File: src/rtl/video_pkg.sv
// Shared definitions for the seven-segment overlay: glyph geometry,
// segment codes and the combinational glyph lookup.
package video_pkg;

    // Glyph is GLYPH_W x GLYPH_H units inside a CELL_W unit wide cell.
    localparam int GLYPH_W = 5;
    localparam int GLYPH_H = 5;
    localparam int CELL_W  = 8;

    // Segment word {a,b,c,d,e,f,g}, bit 6 = a ... bit 0 = g.
    localparam logic [6:0] SEG_0     = 7'b1111110;
    localparam logic [6:0] SEG_1     = 7'b0110000;
    localparam logic [6:0] SEG_2     = 7'b1101101;
    localparam logic [6:0] SEG_3     = 7'b1111001;
    localparam logic [6:0] SEG_4     = 7'b0110011;
    localparam logic [6:0] SEG_5     = 7'b1011011;
    localparam logic [6:0] SEG_6     = 7'b1011111;
    localparam logic [6:0] SEG_7     = 7'b1110000;
    localparam logic [6:0] SEG_8     = 7'b1111111;
    localparam logic [6:0] SEG_9     = 7'b1111011;
    localparam logic [6:0] SEG_BLANK = 7'b0000000;

    // BCD digit to segment word; non-decimal codes render dark.
    function automatic logic [6:0] seg_decode(input logic [3:0] digit);
        logic [6:0] seg;
        case (digit)
            4'd0:    seg = SEG_0;
            4'd1:    seg = SEG_1;
            4'd2:    seg = SEG_2;
            4'd3:    seg = SEG_3;
            4'd4:    seg = SEG_4;
            4'd5:    seg = SEG_5;
            4'd6:    seg = SEG_6;
            4'd7:    seg = SEG_7;
            4'd8:    seg = SEG_8;
            4'd9:    seg = SEG_9;
            default: seg = SEG_BLANK;
        endcase
        return seg;
    endfunction

    // One glyph unit lit/unlit for a segment word at (col,row), col/row in 0..4.
    // Horizontal segments span the full row, vertical ones sit on col 0 / col 4.
    function automatic logic glyph_bit(input logic [6:0] seg,
                                       input logic [2:0] col,
                                       input logic [2:0] row);
        logic seg_a, seg_b, seg_c, seg_d, seg_e, seg_f, seg_g;
        logic left, right, lit;
        seg_a = seg[6];
        seg_b = seg[5];
        seg_c = seg[4];
        seg_d = seg[3];
        seg_e = seg[2];
        seg_f = seg[1];
        seg_g = seg[0];
        left  = (col == 3'd0);
        right = (col == 3'd4);
        case (row)
            3'd0:    lit = seg_a | (seg_f & left) | (seg_b & right);
            3'd1:    lit = (seg_f & left) | (seg_b & right);
            3'd2:    lit = seg_g | ((seg_f | seg_e) & left) | ((seg_b | seg_c) & right);
            3'd3:    lit = (seg_e & left) | (seg_c & right);
            3'd4:    lit = seg_d | (seg_e & left) | (seg_c & right);
            default: lit = 1'b0;
        endcase
        return lit;
    endfunction

endpackage

File: src/rtl/bcd_digit_counter.sv
// Single BCD digit cell for a ripple-carry decimal counter. Values above 9
// (only reachable by load) roll to 0 with carry on the next increment.
module bcd_digit_counter (
    input  logic       clk,
    input  logic       reset,
    input  logic       load,
    input  logic [3:0] load_digit,
    input  logic       carry_in,
    output logic [3:0] digit,
    output logic       carry_out
);
    import video_pkg::*;

    logic [3:0] digit_q;
    logic [3:0] digit_d;
    logic       wrap;

    assign wrap      = (digit_q >= 4'd9);
    assign carry_out = carry_in & ~load & wrap;
    assign digit     = digit_q;

    // Next digit value: load has priority over increment.
    always_comb begin
        digit_d = digit_q;
        if (load) begin
            digit_d = load_digit;
        end else if (carry_in) begin
            digit_d = wrap ? 4'd0 : digit_q + 4'd1;
        end
    end

    // Digit register.
    always_ff @(posedge clk) begin
        if (reset) begin
            digit_q <= 4'd0;
        end else begin
            digit_q <= digit_d;
        end
    end

endmodule

File: src/rtl/seven_segment_overlay.sv
// Multi-digit BCD frame counter rendered as scaled seven-segment glyphs
// over the VGA pixel stream, with a two-stage pixel pipeline.
module seven_segment_overlay #(
    parameter int NUM_DIGITS    = 4,
    parameter int SCALE_LOG2    = 1,
    parameter int X0            = 64,
    parameter int Y0            = 32,
    parameter int BLANK_LEADING = 1,
    parameter int POS_W         = 11
) (
    input  logic                    clk,
    input  logic                    reset,
    input  logic [POS_W-1:0]        hpos,
    input  logic [POS_W-1:0]        vpos,
    input  logic                    video_active,
    input  logic                    vsync,
    input  logic                    inc_en,
    input  logic                    load,
    input  logic [4*NUM_DIGITS-1:0] load_value,
    output logic                    pixel_on,
    output logic                    pixel_valid,
    output logic [4*NUM_DIGITS-1:0] count_bcd,
    output logic                    carry_out
);
    import video_pkg::*;

    localparam logic [POS_W-1:0] X0_P     = POS_W'(X0);
    localparam logic [POS_W-1:0] Y0_P     = POS_W'(Y0);
    localparam logic [POS_W-1:0] NDIG_P   = POS_W'(NUM_DIGITS);
    localparam logic [POS_W-1:0] GLYPH_HP = POS_W'(GLYPH_H);
    localparam logic [2:0]       GLYPH_WP = 3'(GLYPH_W);

    // ---------------- frame event and counter ----------------
    logic                    prev_vsync_q;
    logic                    tick_d1_q;
    logic                    carry_q;
    logic [4*NUM_DIGITS-1:0] disp_q;
    logic                    frame_tick;
    logic [NUM_DIGITS:0]     chain;

    assign frame_tick = prev_vsync_q & ~vsync;
    // Load wins over a coincident frame tick: no increment, no carry.
    assign chain[0]   = frame_tick & inc_en & ~load;

    genvar gi;
    generate
        for (gi = 0; gi < NUM_DIGITS; gi++) begin : g_digit
            logic [3:0] digit_w;
            bcd_digit_counter u_digit (
                .clk        (clk),
                .reset      (reset),
                .load       (load),
                .load_digit (load_value[4*gi +: 4]),
                .carry_in   (chain[gi]),
                .digit      (digit_w),
                .carry_out  (chain[gi+1])
            );
            assign count_bcd[4*gi +: 4] = digit_w;
        end
    endgenerate

    assign carry_out = carry_q;

    // Vsync edge detect, carry pulse and tear-free display latch.
    always_ff @(posedge clk) begin
        if (reset) begin
            prev_vsync_q <= 1'b1;
            tick_d1_q    <= 1'b0;
            carry_q      <= 1'b0;
            disp_q       <= '0;
        end else begin
            prev_vsync_q <= vsync;
            tick_d1_q    <= frame_tick;
            carry_q      <= chain[NUM_DIGITS];
            if (tick_d1_q) begin
                disp_q <= count_bcd;
            end
        end
    end

    // ---------------- stage 1: geometry ----------------
    logic [POS_W-1:0] dx, dy, unit_x, cell_idx, row_full;
    logic             in_box_d;
    logic [2:0]       digit_idx_d, col_d, row_d;
    logic             in_box_q, va_d1_q;
    logic [2:0]       digit_idx_q, col_q, row_q;

    // Position within the glyph strip; the range guards stop a wrapped
    // subtraction from landing inside the box.
    always_comb begin
        dx          = hpos - X0_P;
        dy          = vpos - Y0_P;
        unit_x      = dx >> SCALE_LOG2;
        cell_idx    = unit_x >> 3;
        row_full    = dy >> SCALE_LOG2;
        col_d       = unit_x[2:0];
        row_d       = row_full[2:0];
        digit_idx_d = cell_idx[2:0];
        in_box_d    = (hpos >= X0_P) && (vpos >= Y0_P) &&
                      (cell_idx < NDIG_P) && (col_d < GLYPH_WP) &&
                      (row_full < GLYPH_HP);
    end

    // Stage 1 pipeline registers.
    always_ff @(posedge clk) begin
        if (reset) begin
            in_box_q    <= 1'b0;
            digit_idx_q <= 3'd0;
            col_q       <= 3'd0;
            row_q       <= 3'd0;
            va_d1_q     <= 1'b0;
        end else begin
            in_box_q    <= in_box_d;
            digit_idx_q <= digit_idx_d;
            col_q       <= col_d;
            row_q       <= row_d;
            va_d1_q     <= video_active;
        end
    end

    // ---------------- stage 2: glyph lookup ----------------
    // Screen digit 0 is the most significant nibble of the display latch.
    logic [3:0]            screen_digit [NUM_DIGITS];
    logic [NUM_DIGITS-1:0] zero_run;
    logic [NUM_DIGITS-1:0] blank;

    generate
        for (gi = 0; gi < NUM_DIGITS; gi++) begin : g_screen
            assign screen_digit[gi] = disp_q[4*(NUM_DIGITS-1-gi) +: 4];
            if (gi == 0) begin : g_first
                assign zero_run[gi] = (screen_digit[gi] == 4'd0);
            end else begin : g_rest
                assign zero_run[gi] = zero_run[gi-1] & (screen_digit[gi] == 4'd0);
            end
            assign blank[gi] = (BLANK_LEADING != 0) && (gi != NUM_DIGITS - 1) && zero_run[gi];
        end
    endgenerate

    logic [3:0] sel_digit;
    logic       sel_blank;
    logic [6:0] sel_seg;
    logic       glyph_on;
    logic       pixel_on_q, pixel_valid_q;

    // Pick the digit under the beam and look up its glyph unit.
    always_comb begin
        sel_digit = 4'd0;
        sel_blank = 1'b1;
        for (int i = 0; i < NUM_DIGITS; i++) begin
            if (digit_idx_q == 3'(i)) begin
                sel_digit = screen_digit[i];
                sel_blank = blank[i];
            end
        end
        sel_seg  = sel_blank ? SEG_BLANK : seg_decode(sel_digit);
        glyph_on = glyph_bit(sel_seg, col_q, row_q);
    end

    // Stage 2 output registers; pixel_on is qualified by the delayed active flag.
    always_ff @(posedge clk) begin
        if (reset) begin
            pixel_on_q    <= 1'b0;
            pixel_valid_q <= 1'b0;
        end else begin
            pixel_on_q    <= in_box_q & va_d1_q & glyph_on;
            pixel_valid_q <= va_d1_q;
        end
    end

    assign pixel_on    = pixel_on_q;
    assign pixel_valid = pixel_valid_q;

endmodule

File: config.mk
export PLATFORM = sky130hd
export DESIGN_NAME = seven_segment_overlay
export DESIGN_NICKNAME = d
export VERILOG_FILES = /design/src/rtl/video_pkg.sv /design/src/rtl/bcd_digit_counter.sv /design/src/rtl/seven_segment_overlay.sv
export SDC_FILE = /design/constraint.sdc
export NUM_CORES = 1
export LEC_CHECK = 0
export ABC_AREA = 1
export ABC_CLOCK_PERIOD_IN_PS = 2100
export CAP_MARGIN = 20
export CORE_MARGIN = 5
export CORE_UTILIZATION = 50
export DETAILED_ROUTE_END_ITERATION = 8
export PLACE_DENSITY = 0.77
export SLEW_MARGIN = 20
export SYNTH_ARGS = -nofsm -noshare
export SYNTH_HDL_FRONTEND = slang
export SYNTH_SLANG_ARGS = --single-unit
File: constraint.sdc
create_clock -name clk -period 2.1 [get_ports clk]
set_input_delay 0.315 -clock clk [delete_from_list [all_inputs] [get_ports clk]]
set_output_delay 0.315 -clock clk [all_outputs]
set_load 0.05 [all_outputs]
==> results.json <==
{
  "status": "finished, final reports clean",
  "fin_crit_ns": 1.93,
  "grt_max_degree": 25,
  "min_from": "prev_vsync_q",
  "postRouteAntennaNets": 0,
  "route.met2.wl_um": 3090,
  "cp_slowest_cell": "dfxtp_4",
  "n_antenna_cell": 0,
  "syn-num-nets": 422,
  "total_power_uw": 2190,
  "yosysUniqueCellTypes": 33,
  "wl_met1_um": 2780,
  "holdWs_ns": 0.450,
  "finalNonFillerCells": 498,
  "vdd.ir_drop.worst_mv": 0.444,
  "num_vias": 2559,
  "fin_crit_sh_pct": 91.8,
  "htree_levels": 2,
  "pre_cts_ws_ns": 0.0161,
  "hold-path-cell-count": 2,
  "crit-reg2reg-launch": "digit_idx_q[0]",
  "fp.dieW_um": 82.0,
  "setup_violations": 0,
  "crit_arrival_ns": 2.13,
  "dr_wl_met3_um": 281,
  "startpoint_type": "flip-flop",
  "setup_ws_ns": 0.172,
  "cts-root-buf": "clkbuf_8",
  "dr.pass1.iters": 4,
  "dp_hpwl_um": 4910,
  "min_path_type": "reg2reg",
  "drc": 0,
  "grt_overflow": 0,
  "track_usage_pct": 20.0,
  "path_cells": "inv_1 -> nor3_1 -> a221o_1 -> a22oi_2 -> ha_1 -> nand2_1 -> nand3_1 -> nand2_1 -> nand2_1 -> nand2_1 -> nand2_1 -> nor2_1 -> nor2_1",
  "placedCellCount": 489,
  "ios": 63,
  "clk_pin_slew_ns": 0.09,
  "drive_above_1_share_pct": 8.64,
  "fmax_ghz": 0.519,
  "critPathKind": "reg2reg",
  "critPathLaunch": "digit_idx_q[0]",
  "reg2reg_depth": 13,
  "antenna_found_initial": 0,
  "required_ns": 2.30,
  "leakagePower_uw": 0.00152,
  "syn_area_um2": 2590,
  "gp_congestion": 0.848,
  "report.final.slew_viol_count": 0,
  "n_fill_cell": 460,
  "finalClockSkew_ns": 0.0101,
  "cap_violations": 0,
  "endpoint_kind": "flip-flop",
  "cts_buffers": 5,
  "synthArstFlopShare_pct": 0,
  "cts_tree": "done",
  "io_buffers": 60,
  "grt_pass1_vias": 2484,
  "cp_max_fo": 5,
  "cts_hold_buf": 0,
  "grt_pass1_wl_um": 10700,
  "die_height_um": 82.0,
  "drt_iter0_drc": 171,
  "die-area_um2": 6720,
  "syn_inst": 360,
  "clock-sinks": 48,
  "layout_common_cells": "60 x nand2_1, 60 x clkdlybuf4s50_1, 45 x inv_1, 45 x dfxtp_1, 39 x nor2_1",
  "areaGrowthSynthToFinish_pct": 33.0,
  "avgSynthCellArea_um2": 7.20,
  "cpMostUsedCell": "nand2_1",
  "hold_viol": 0,
  "synth_edf_count": 0,
  "ys_seq_area_share_pct": 37.1,
  "hold-path-endpoint": "tick_d1_q",
  "core_um2": 5070,
  "power.density_nw_per_um2": 635,
  "r2r_end": "pixel_on",
  "post_drt_wl_per_cell_um": 12.5,
  "tightestPinTransition_ns": 0.545,
  "synth_ff_type": "dfxtp_1",
  "relSlewSlack_pct": 63.4,
  "clockBufferDepth": 2,
  "top_layer": "met4",
  "final_util_pct": 67.9,
  "max_stage_delay_ns": 0.37,
  "rrSetupSlack_ns": 0.17,
  "yosysWarnings": 0,
  "clock_latency_ns": 0.31,
  "nets": 489,
  "row_count": 26,
  "initial_core_util_pct": 51.1,
  "wl_um": 6230,
  "ys_ff_latch": 48,
  "vias_per_cell": 5.14
}
[synthesized netlist by cell type, drive strengths merged, types with 2 or more instances]
master / number / area share, %
nor4: 6 / 1.4
xnor2: 4 / 1.4
a31oi: 10 / 2.4
o21ai: 29 / 5.6
nand2: 63 / 9.6
o211ai: 3 / 0.87
ha: 18 / 8.7
nand4: 9 / 2.2
dfxtp: 48 / 37
nand3: 24 / 4.8
a21oi: 25 / 4.8
clkbuf: 6 / 0.87
nor2: 44 / 7.2
nor3: 7 / 1.4
buf: 6 / 1.5
inv: 48 / 7.0
a22oi: 2 / 0.58
[logic make-up after synthesis]
| group | synth area share, % |
|---|---|
| DFF | 37.1 |
| AOI/OAI and AO/OA | 15.9 |
| xor gates and xnor gates | 1.69 |
| and+or+nand+nor | 27.2 |
| adders and majority gates | 8.69 |
| buffers and inverters | 9.37 |
[report_power, final]
| part | internal, uW | switching [uW] | leakage (uW) |
|---|---|---|---|
| clock | 359 | 318 | 0.0000548 |
| combinational | 216 | 278 | 0.00106 |
| sequential | 963 | 53.9 | 0.000397 |
| total | 1540 | 650 | 0.00152 |
[worst max-delay path: cells and delay by family (launching register included)]
| family | cells | cell delay, ns |
|---|---|---|
| AND/OR/NAND/NOR | 9 | 0.57 |
| AO/OA/AOI/OAI | 2 | 0.54 |
| flip-flops | 1 | 0.37 |
| adder cells (fa/ha/maj) | 1 | 0.28 |
| buffers and inverters | 1 | 0.07 |
[registers in the layout, summed over array words and instances, names as in the netlist]
signal                 cells
disp_q                    16
g_digit.u_digit.digit     16
col_q                      3
digit_idx_q                3
row_q                      3
carry_out                  1
in_box_q                   1
pixel_on                   1
pixel_valid                1
prev_vsync_q               1
tick_d1_q                  1
va_d1_q                    1
[area by class of cell]
| type | count | area, um^2 | share of cell area [%] |
|---|---|---|---|
| clock buffer | 5 | 68.8 | 2.00 |
| clock inverter | 3 | 46.3 | 1.34 |
| inverter | 48 | 180 | 5.23 |
| multi-input combinational | 252 | 1400 | 40.7 |
| sequential | 48 | 970 | 28.1 |
| tap | 70 | 87.6 | 2.54 |
| timing repair buffer | 72 | 691 | 20.0 |
[worst max-delay path by stage]
| stage | endpoint | slack [ns] | cells after the start |
|---|---|---|---|
| after detailed placement | pixel_on | 0.02 | 12 |
| after global placement | pixel_on | 0.06 | 12 |
| after floorplan | g_digit[3].u_digit.digit[3] | 0.11 | 11 |
| after global routing | pixel_on | -0.002 | 15 |
| after CTS | pixel_on | 0.11 | 12 |
| final | pixel_on | 0.17 | 13 |
[timing repair]
action                                  in CTS  in global routing
endpoints found under the setup margin       1                  2
resized for setup                            1                  8
pin swaps                                    0                  2
setup buffers                                0                  1
[through the flow]
| stage | area [um^2] | TNS [ns] |
|---|---|---|
| global placement | 3300 | 0 |
| detailed placement | 3300 | 0 |
| floorplan | 2590 | 0 |
| finish | 3450 | 0 |
| CTS | 3420 | 0 |
| global route | 3450 | -0.00161 |
[routing by layer]
metal	vias to the layer above	GRT usage (%)
li1	1334	-
met1	1164	25.6
met2	54	33.4
met3	7	3.95
met4	0	6.81
met5	-	0
No activity file was read; power rests on OpenSTA's default activity.
